$ cat config.mk
export PLATFORM = sky130hd
export DESIGN_NAME = fletcher_checksum_correct_flat
export DESIGN_NICKNAME = d
export VERILOG_FILES = /design/src/rtl/fletcher_checksum_correct_if.sv /design/src/rtl/fletcher_checksum_correct.sv /design/src/flat_wrapper.sv
export SDC_FILE = /design/constraint.sdc
export NUM_CORES = 1
export LEC_CHECK = 0
export BUFFER_PORTS_ARGS = -buffer_cell sky130_fd_sc_hd__buf_4
export CORE_ASPECT_RATIO = 1.4
export CORE_UTILIZATION = 40
export CTS_CLUSTER_SIZE = 14
export DETAILED_ROUTE_END_ITERATION = 10
export PLACE_DENSITY = 0.67
export SETUP_SLACK_MARGIN = 0.1
export SLEW_MARGIN = 20
export SYNTH_ARGS = -nofsm -noshare
export SYNTH_HDL_FRONTEND = slang
export SYNTH_SLANG_ARGS = --single-unit
$ cat constraint.sdc
create_clock -name clk -period 9.1 [get_ports clk]
set_input_delay 0 -clock clk [delete_from_list [all_inputs] [get_ports clk]]
set_output_delay 0 -clock clk [all_outputs]
set_load 0.03 [all_outputs]
$ cat src/rtl/fletcher_checksum_correct_if.sv
// Word-stream bus into the Fletcher accumulator: qualified input word and the live checksum.
interface fletcher_checksum_correct_if #(
  parameter int unsigned Width = 32
);
  logic                 en;
  logic [Width/2-1:0]   din;
  logic [Width-1:0]     dout;

  modport master (output en, output din, input dout);
  modport slave  (input en, input din, output dout);
endinterface

$ cat src/rtl/fletcher_checksum_correct.sv
// Two-stage Fletcher-Width accumulator with true modulo (2^(Width/2)-1) arithmetic.
// dout = {sum2, sum1}; a word enabled at edge k shows up in dout after edge k+1.
module fletcher_checksum_correct #(
  parameter int unsigned Width  = 32,
  parameter bit          SwapIn = 1'b0
) (
  input  logic                       clk,
  input  logic                       rst,
  fletcher_checksum_correct_if.slave bus
);

  localparam int unsigned Half  = Width / 2;
  localparam int unsigned Bytes = Half / 8;
  localparam logic [Half:0] ModulusWide = {1'b0, {Half{1'b1}}};

  if ((Width % 2) != 0) begin : gWidthCheck
    $error("fletcher_checksum_correct: Width must be even");
  end
  if (SwapIn && ((Half % 8) != 0)) begin : gSwapCheck
    $error("fletcher_checksum_correct: SwapIn needs Width/2 to be a multiple of 8");
  end

  logic [Half-1:0] dinOrdered;
  logic            stgEn;
  logic [Half-1:0] stgData;
  logic [Half-1:0] sum1;
  logic [Half-1:0] sum2;
  logic [Half:0]   s1Wide;
  logic [Half:0]   s2Wide;

  // Optional byte reversal, byte 0 being bits [7:0].
  if (SwapIn) begin : gSwap
    always_comb begin
      dinOrdered = '0;
      for (int i = 0; i < int'(Bytes); i++) begin
        dinOrdered[8*i +: 8] = bus.din[8*(int'(Bytes)-1-i) +: 8];
      end
    end
  end else begin : gNoSwap
    assign dinOrdered = bus.din;
  end

  // Both operands are at most M, so one conditional subtraction lands in 0..M-1.
  always_comb begin
    s1Wide = {1'b0, sum1} + {1'b0, stgData};
    if (s1Wide >= ModulusWide) begin
      s1Wide = s1Wide - ModulusWide;
    end
    s2Wide = {1'b0, sum2} + s1Wide;
    if (s2Wide >= ModulusWide) begin
      s2Wide = s2Wide - ModulusWide;
    end
  end

  always_ff @(posedge clk) begin
    if (rst) begin
      stgEn   <= 1'b0;
      stgData <= '0;
      sum1    <= '0;
      sum2    <= '0;
    end else begin
      stgEn   <= bus.en;
      stgData <= dinOrdered;
      if (stgEn) begin
        sum1 <= s1Wide[Half-1:0];
        sum2 <= s2Wide[Half-1:0];
      end
    end
  end

  assign bus.dout = {sum2, sum1};

endmodule

$ cat src/flat_wrapper.sv
// flat-port wrapper written by rule: the top's interface ports become plain ports
module fletcher_checksum_correct_flat 
#(
  parameter int unsigned Width  = 32,
  parameter bit          SwapIn = 1'b0
)
  (clk, rst, bus_en, bus_din, bus_dout);
  fletcher_checksum_correct_if #(.Width(Width)) bus_i ();
  input  logic clk;
  input  logic rst;
  input wire logic [$bits(bus_i.en)-1:0] bus_en;
  input wire logic [$bits(bus_i.din)-1:0] bus_din;
  output wire logic [$bits(bus_i.dout)-1:0] bus_dout;
  assign bus_i.en = bus_en;
  assign bus_i.din = bus_din;
  assign bus_dout = bus_i.dout;
  fletcher_checksum_correct #(.Width(Width), .SwapIn(SwapIn)) u_core (.clk(clk), .rst(rst), .bus(bus_i));
endmodule
Word level (Yosys, flattened, before mapping)
Index checks and enable logic that the tools add are counted.
{"block": "op_classes", "add_sub_neg": 4, "n_mux": 2, "order_cmp": 2}
{"cell": "greater-or-equal comparator 17 x 16 -> 1 bit (second input constant)", "count": 2}
{"cell": "adder 16 x 16 -> 17 bit", "count": 1}
{"cell": "adder 16 x 17 -> 17 bit", "count": 1}
{"cell": "2-to-1 mux 17 bit", "count": 1}
{"cell": "subtractor 17 x 16 -> 17 bit (second input constant)", "count": 1}
{"cell": "2-to-1 mux 16 bit", "count": 1}
{"cell": "subtractor 16 bit (second input constant)", "count": 1}
{"block": "totals", "elab_cells": 12, "reg_bits": 49, "out_inout_bits": 32}

Depth between registers and ports, before layout
{"block": "depth", "word_depth": 6, "ltp_mapped": 30}

Worst setup path after synthesis
Ideal clock, no wire load.
{"block": "synth_path", "path_kind": "flip-flop to flip-flop", "start": "reg u_core.sum1[0]", "end": "reg u_core.sum2[5]", "path_slack_ps": 1772, "t_required_ps": 9009, "arrival_ps": 7237, "path_stages_with_launch": 31, "path_buffers": 2, "setup_ps": 91, "path_cell_list": "dfxtp_1 > ha_1 > fa_1 > a21o_1 > a221o_2 > xor2_2 > nand3_2 > or4b_4 > nand2b_1 > or3_1 > nor4_1 > ha_1 > or3_1 > o21bai_2 > nand3_2 > nor2_1 > xor2_1 > ha_1 > buf_2 > a2111oi_0 > o21ai_0 > a41oi_1 > xor2_1 > or3_1 > nor4_1 > nand3_1 > a211oi_2 > nor2_1 > buf_6 > or3_1 > a311oi_1"}
{"block": "synth_via", "elab_chain_len": 6, "word_cells_on_any_way": 8, "classes_between": "add/sub: 4; order compare: 2; mux: 2"}
{"item": "from (decl)", "line_no": "fletcher_checksum_correct.sv:26", "rtl": "logic [Half-1:0] sum1;"}
{"item": "from (signal assigned)", "line_no": "fletcher_checksum_correct.sv:65", "rtl": "sum1 <= s1Wide[Half-1:0];"}
{"item": "adder 16 x 16 -> 17 bit *", "line_no": "fletcher_checksum_correct.sv:45", "rtl": "s1Wide = {1'b0, sum1} + {1'b0, stgData};"}
{"item": "subtractor 17 x 16 -> 17 bit / greater-or-equal comparator 17 x 16 -> 1 bit (equally long branches)", "line_no": "fletcher_checksum_correct.sv:47, fletcher_checksum_correct.sv:46"}
{"item": "2-to-1 mux 17 bit *", "line_no": "fletcher_checksum_correct.sv:46", "rtl": "if (s1Wide >= ModulusWide) begin"}
{"item": "net u_core.s1Wide[6]", "line_no": "fletcher_checksum_correct.sv:28", "rtl": "logic [Half:0] s1Wide;"}
{"item": "adder 16 x 17 -> 17 bit *", "line_no": "fletcher_checksum_correct.sv:49", "rtl": "s2Wide = {1'b0, sum2} + s1Wide;"}
{"item": "greater-or-equal comparator 17 x 16 -> 1 bit *", "line_no": "fletcher_checksum_correct.sv:50", "rtl": "if (s2Wide >= ModulusWide) begin"}
{"item": "2-to-1 mux 16 bit *", "line_no": "fletcher_checksum_correct.sv:50"}
{"item": "to (signal assigned)", "line_no": "fletcher_checksum_correct.sv:66", "rtl": "sum2 <= s2Wide[Half-1:0];"}
{"item": "to (decl)", "line_no": "fletcher_checksum_correct.sv:27", "rtl": "logic [Half-1:0] sum2;"}
Mark *: on every way through the listed nets, which the timed path passes. The rest lies on a longest branch.
A chain may end at the register's enable or synchronous reset.

Worst setup path after layout
{"block": "layout_path", "start": "reg u_core.sum1[0]", "end": "reg u_core.sum2[13]"}
{"block": "layout_via", "elab_chain_len": 6, "word_cells_on_any_way": 8, "classes_between": "add/sub: 4; order compare: 2; mux: 2"}
{"item": "adder 16 x 16 -> 17 bit *", "line_no": "fletcher_checksum_correct.sv:45"}
{"item": "subtractor 17 x 16 -> 17 bit / greater-or-equal comparator 17 x 16 -> 1 bit (equally long branches)", "line_no": "fletcher_checksum_correct.sv:47, fletcher_checksum_correct.sv:46"}
{"item": "2-to-1 mux 17 bit *", "line_no": "fletcher_checksum_correct.sv:46"}
{"item": "net u_core.s1Wide[4]", "line_no": "fletcher_checksum_correct.sv:28"}
{"item": "adder 16 x 17 -> 17 bit *", "line_no": "fletcher_checksum_correct.sv:49"}
{"item": "subtractor 16 bit / greater-or-equal comparator 17 x 16 -> 1 bit (equally long branches)", "line_no": "fletcher_checksum_correct.sv:51, fletcher_checksum_correct.sv:50"}
{"item": "2-to-1 mux 16 bit *", "line_no": "fletcher_checksum_correct.sv:50"}
Marks and branches as above.

==> metrics.txt <==
clock share of power=0.270; cts bufs inserted=5; GRT Overall Usage=0.219; CORE AREA=9950 sq um; CTS tree=built; fin. max-slew vios=0; Commonest cells post-synth=71 x nor2_1, 49 x dfxtp_1, 35 x ha_1; FFs w/ async S/R, synth=0; period utilization=0.887; dpl hpwl=8690 microns; reg-to-reg slack, setup=1.02 ns; fmax=0.124 GHz; 1st-iter DRT viols=239; Comb power frac=0.382; RSZ-0062 raised after global routing=no; vias in the first global route=3,818; area grow syn2layout=18.8%; Int Power=0.433 mW; total negative setup slack=0 ns; # Max-Cap Violations=0; first-pass GRT wire length=18,200 microns; Initial DRT Pass Iterations=5; count leader, synth=nor2_1; vias=3,975; CP endpoint kind=register; die extent in y=122 microns; largest net degree at the start of global routing=50; I/O Buffers=50; status=complete, no violations; Final Hold Viols=0; Buf/Inv on CP=0; Die ar.=10,700 sq um; Peak VDD IR=0.0753 mV; Flop pwr share=0.348; cts repair resizes=0; shortest period the worst path allows=8.08 ns; Post-Layout Inst Area=4880 sq um; # rows=43; Synth Warn #=0; Max FO, Critical Path=11; root buf cell=clkbuf_16; Clock Latency Late Sink=0.30 ns; initial antenna violation count=0; # DRC=0; Yosys reg bits=49; Worst EP required=9.31 ns; setup bufs post-CTS=0; relative slew slack=0.521; Syn Inst Count=516; Yosys top cell area share=0.239; post-synthesis cell area=4110 sq um; Syn Area/Cell=7.96 sq um; CP peak stage delay=0.57 ns; clk buf depth=2; R2R depth=28; ys flop type=dfxtp_1; final setup violation count=0; # clock sinks=49; gpl congestion=0.930; syn_nets=572; Die W=87.6 microns; hold buffers post-CTS=17; share of layout cells above drive strength 1=0.144; Sw Share=0.373; Area contributors post-synth=dfxtp_1 24%, ha_1 11%, nor2_1 6.5%; LEAKAGE=2.10 nW; WP depth=28; Yosys cell types=72; CP max stage cell=o311ai_1; final WL=11,300 microns; Clock transition at path regs=0.07 ns; via-per-instance ratio=5.63; crit-path leading delay family=simple AND/OR/NAND/NOR gates; nets@finish=626; Sw Pwr=0.258 mW; Worst-Margin Slew=0.716 ns; Seq/Total Area, Yosys=0.239; Placed Area=4570 sq um; startpoint types=register; critical path class=reg -> reg; # diodes=0; Initial Util=0.413; I/O pin cnt=51; Worst Path Arrival=8.28 ns; Fin Clk Skew=0.00740 ns; H-tree depth=2; grt total ovfl=0; worst hold stages=2; DRT antenna net count=0; wire length per cell=16.0 microns; HP Class=in -> reg; P per Cell Area=142 nW/um^2; post-synth top area cell=dfxtp_1; Post-synth EDFFs=0
[final timing paths]
path,to,startpoint
worst max-delay path,u_core.sum2[13]$_SDFFE_PP0P_,u_core.sum1[0]$_SDFFE_PP0P_
worst min-delay path,u_core.sum1[5]$_SDFFE_PP0P_,rst
worst max register to register,u_core.sum2[13]$_SDFFE_PP0P_,u_core.sum1[0]$_SDFFE_PP0P_
worst min register to register,u_core.sum2[15]$_SDFFE_PP0P_,u_core.sum2[15]$_SDFFE_PP0P_
[area by class of cell]
class | instances | area [sq um]
clock inverter | 3 | 17.5
tap | 135 | 169
inverter | 12 | 45.0
fill | 977 | 5070
clock buffer | 5 | 125
multi-input combinational | 433 | 2980
sequential | 49 | 981
timing repair buffer | 69 | 561
[sequential cells by signal (all words and copies together) (netlist names)]
name            flops
u_core.sum2        16
u_core.stgEn        1
u_core.stgData     16
u_core.sum1        16
[per-layer routing]
metal  wire length (microns)  GRT usage  vias to the layer above
li1                        -          -                     2002
met1                    4500      0.242                     1832
met2                    6060      0.409                      115
met3                     413     0.0285                       26
met4                     360     0.0984                        0
met5                       0          0                        -
[cells in the final DEF (no fill, tap or decap), types with 4 or more instances in the layout]
master	count
clkbuf_16	5
a311oi_1	4
mux2i_1	8
nand2b_1	7
or3_1	7
a211oi_1	16
o211ai_1	8
inv_1	12
a21oi_1	27
and3_1	9
nor3b_1	4
ha_1	35
nand3_1	14
o21a_1	11
a21o_1	13
nor3_1	12
and2_1	4
or2_2	4
nand2_1	31
xnor2_1	16
dlygate4sd3_1	17
xor2_1	21
buf_4	52
nor2b_1	20
o21ai_0	22
nand4_1	4
dfxtp_1	49
nor2_1	71
nor4_1	4
[per-stage QoR]
step	std cells	setup WS [ns]	hold WS (ns)	utilization	total power, mW
final	706	1.02	0.161	0.490	0.691
after global routing	706	0.206	0.189	0.490	0.731
after CTS	706	1.05	0.172	0.490	0.696
after detailed placement	681	1.12	0.215	0.459	0.500
after global placement	681	1.31	0.210	0.459	0.498
after floorplan	516	1.77	0.128	-	0.434
[power groups by stage]
stage	sequential, mW	combinational (mW)	clock, mW
floorplan	0.262	0.172	0
global placement	0.245	0.253	0
detailed placement	0.246	0.255	0
CTS	0.241	0.262	0.193
global route	0.242	0.291	0.198
finish	0.240	0.264	0.186
[cell families after synthesis]
family,Yosys count,synth area share
AND/OR/NAND/NOR,207,0.261
AO/OA/AOI/OAI,143,0.247
flip-flops,49,0.239
XOR/XNOR,38,0.0829
adder cells (fa/ha/maj),37,0.116
buffers and inverters,34,0.0350
multiplexers,8,0.0195
No activity file was read; power rests on OpenSTA's default activity.
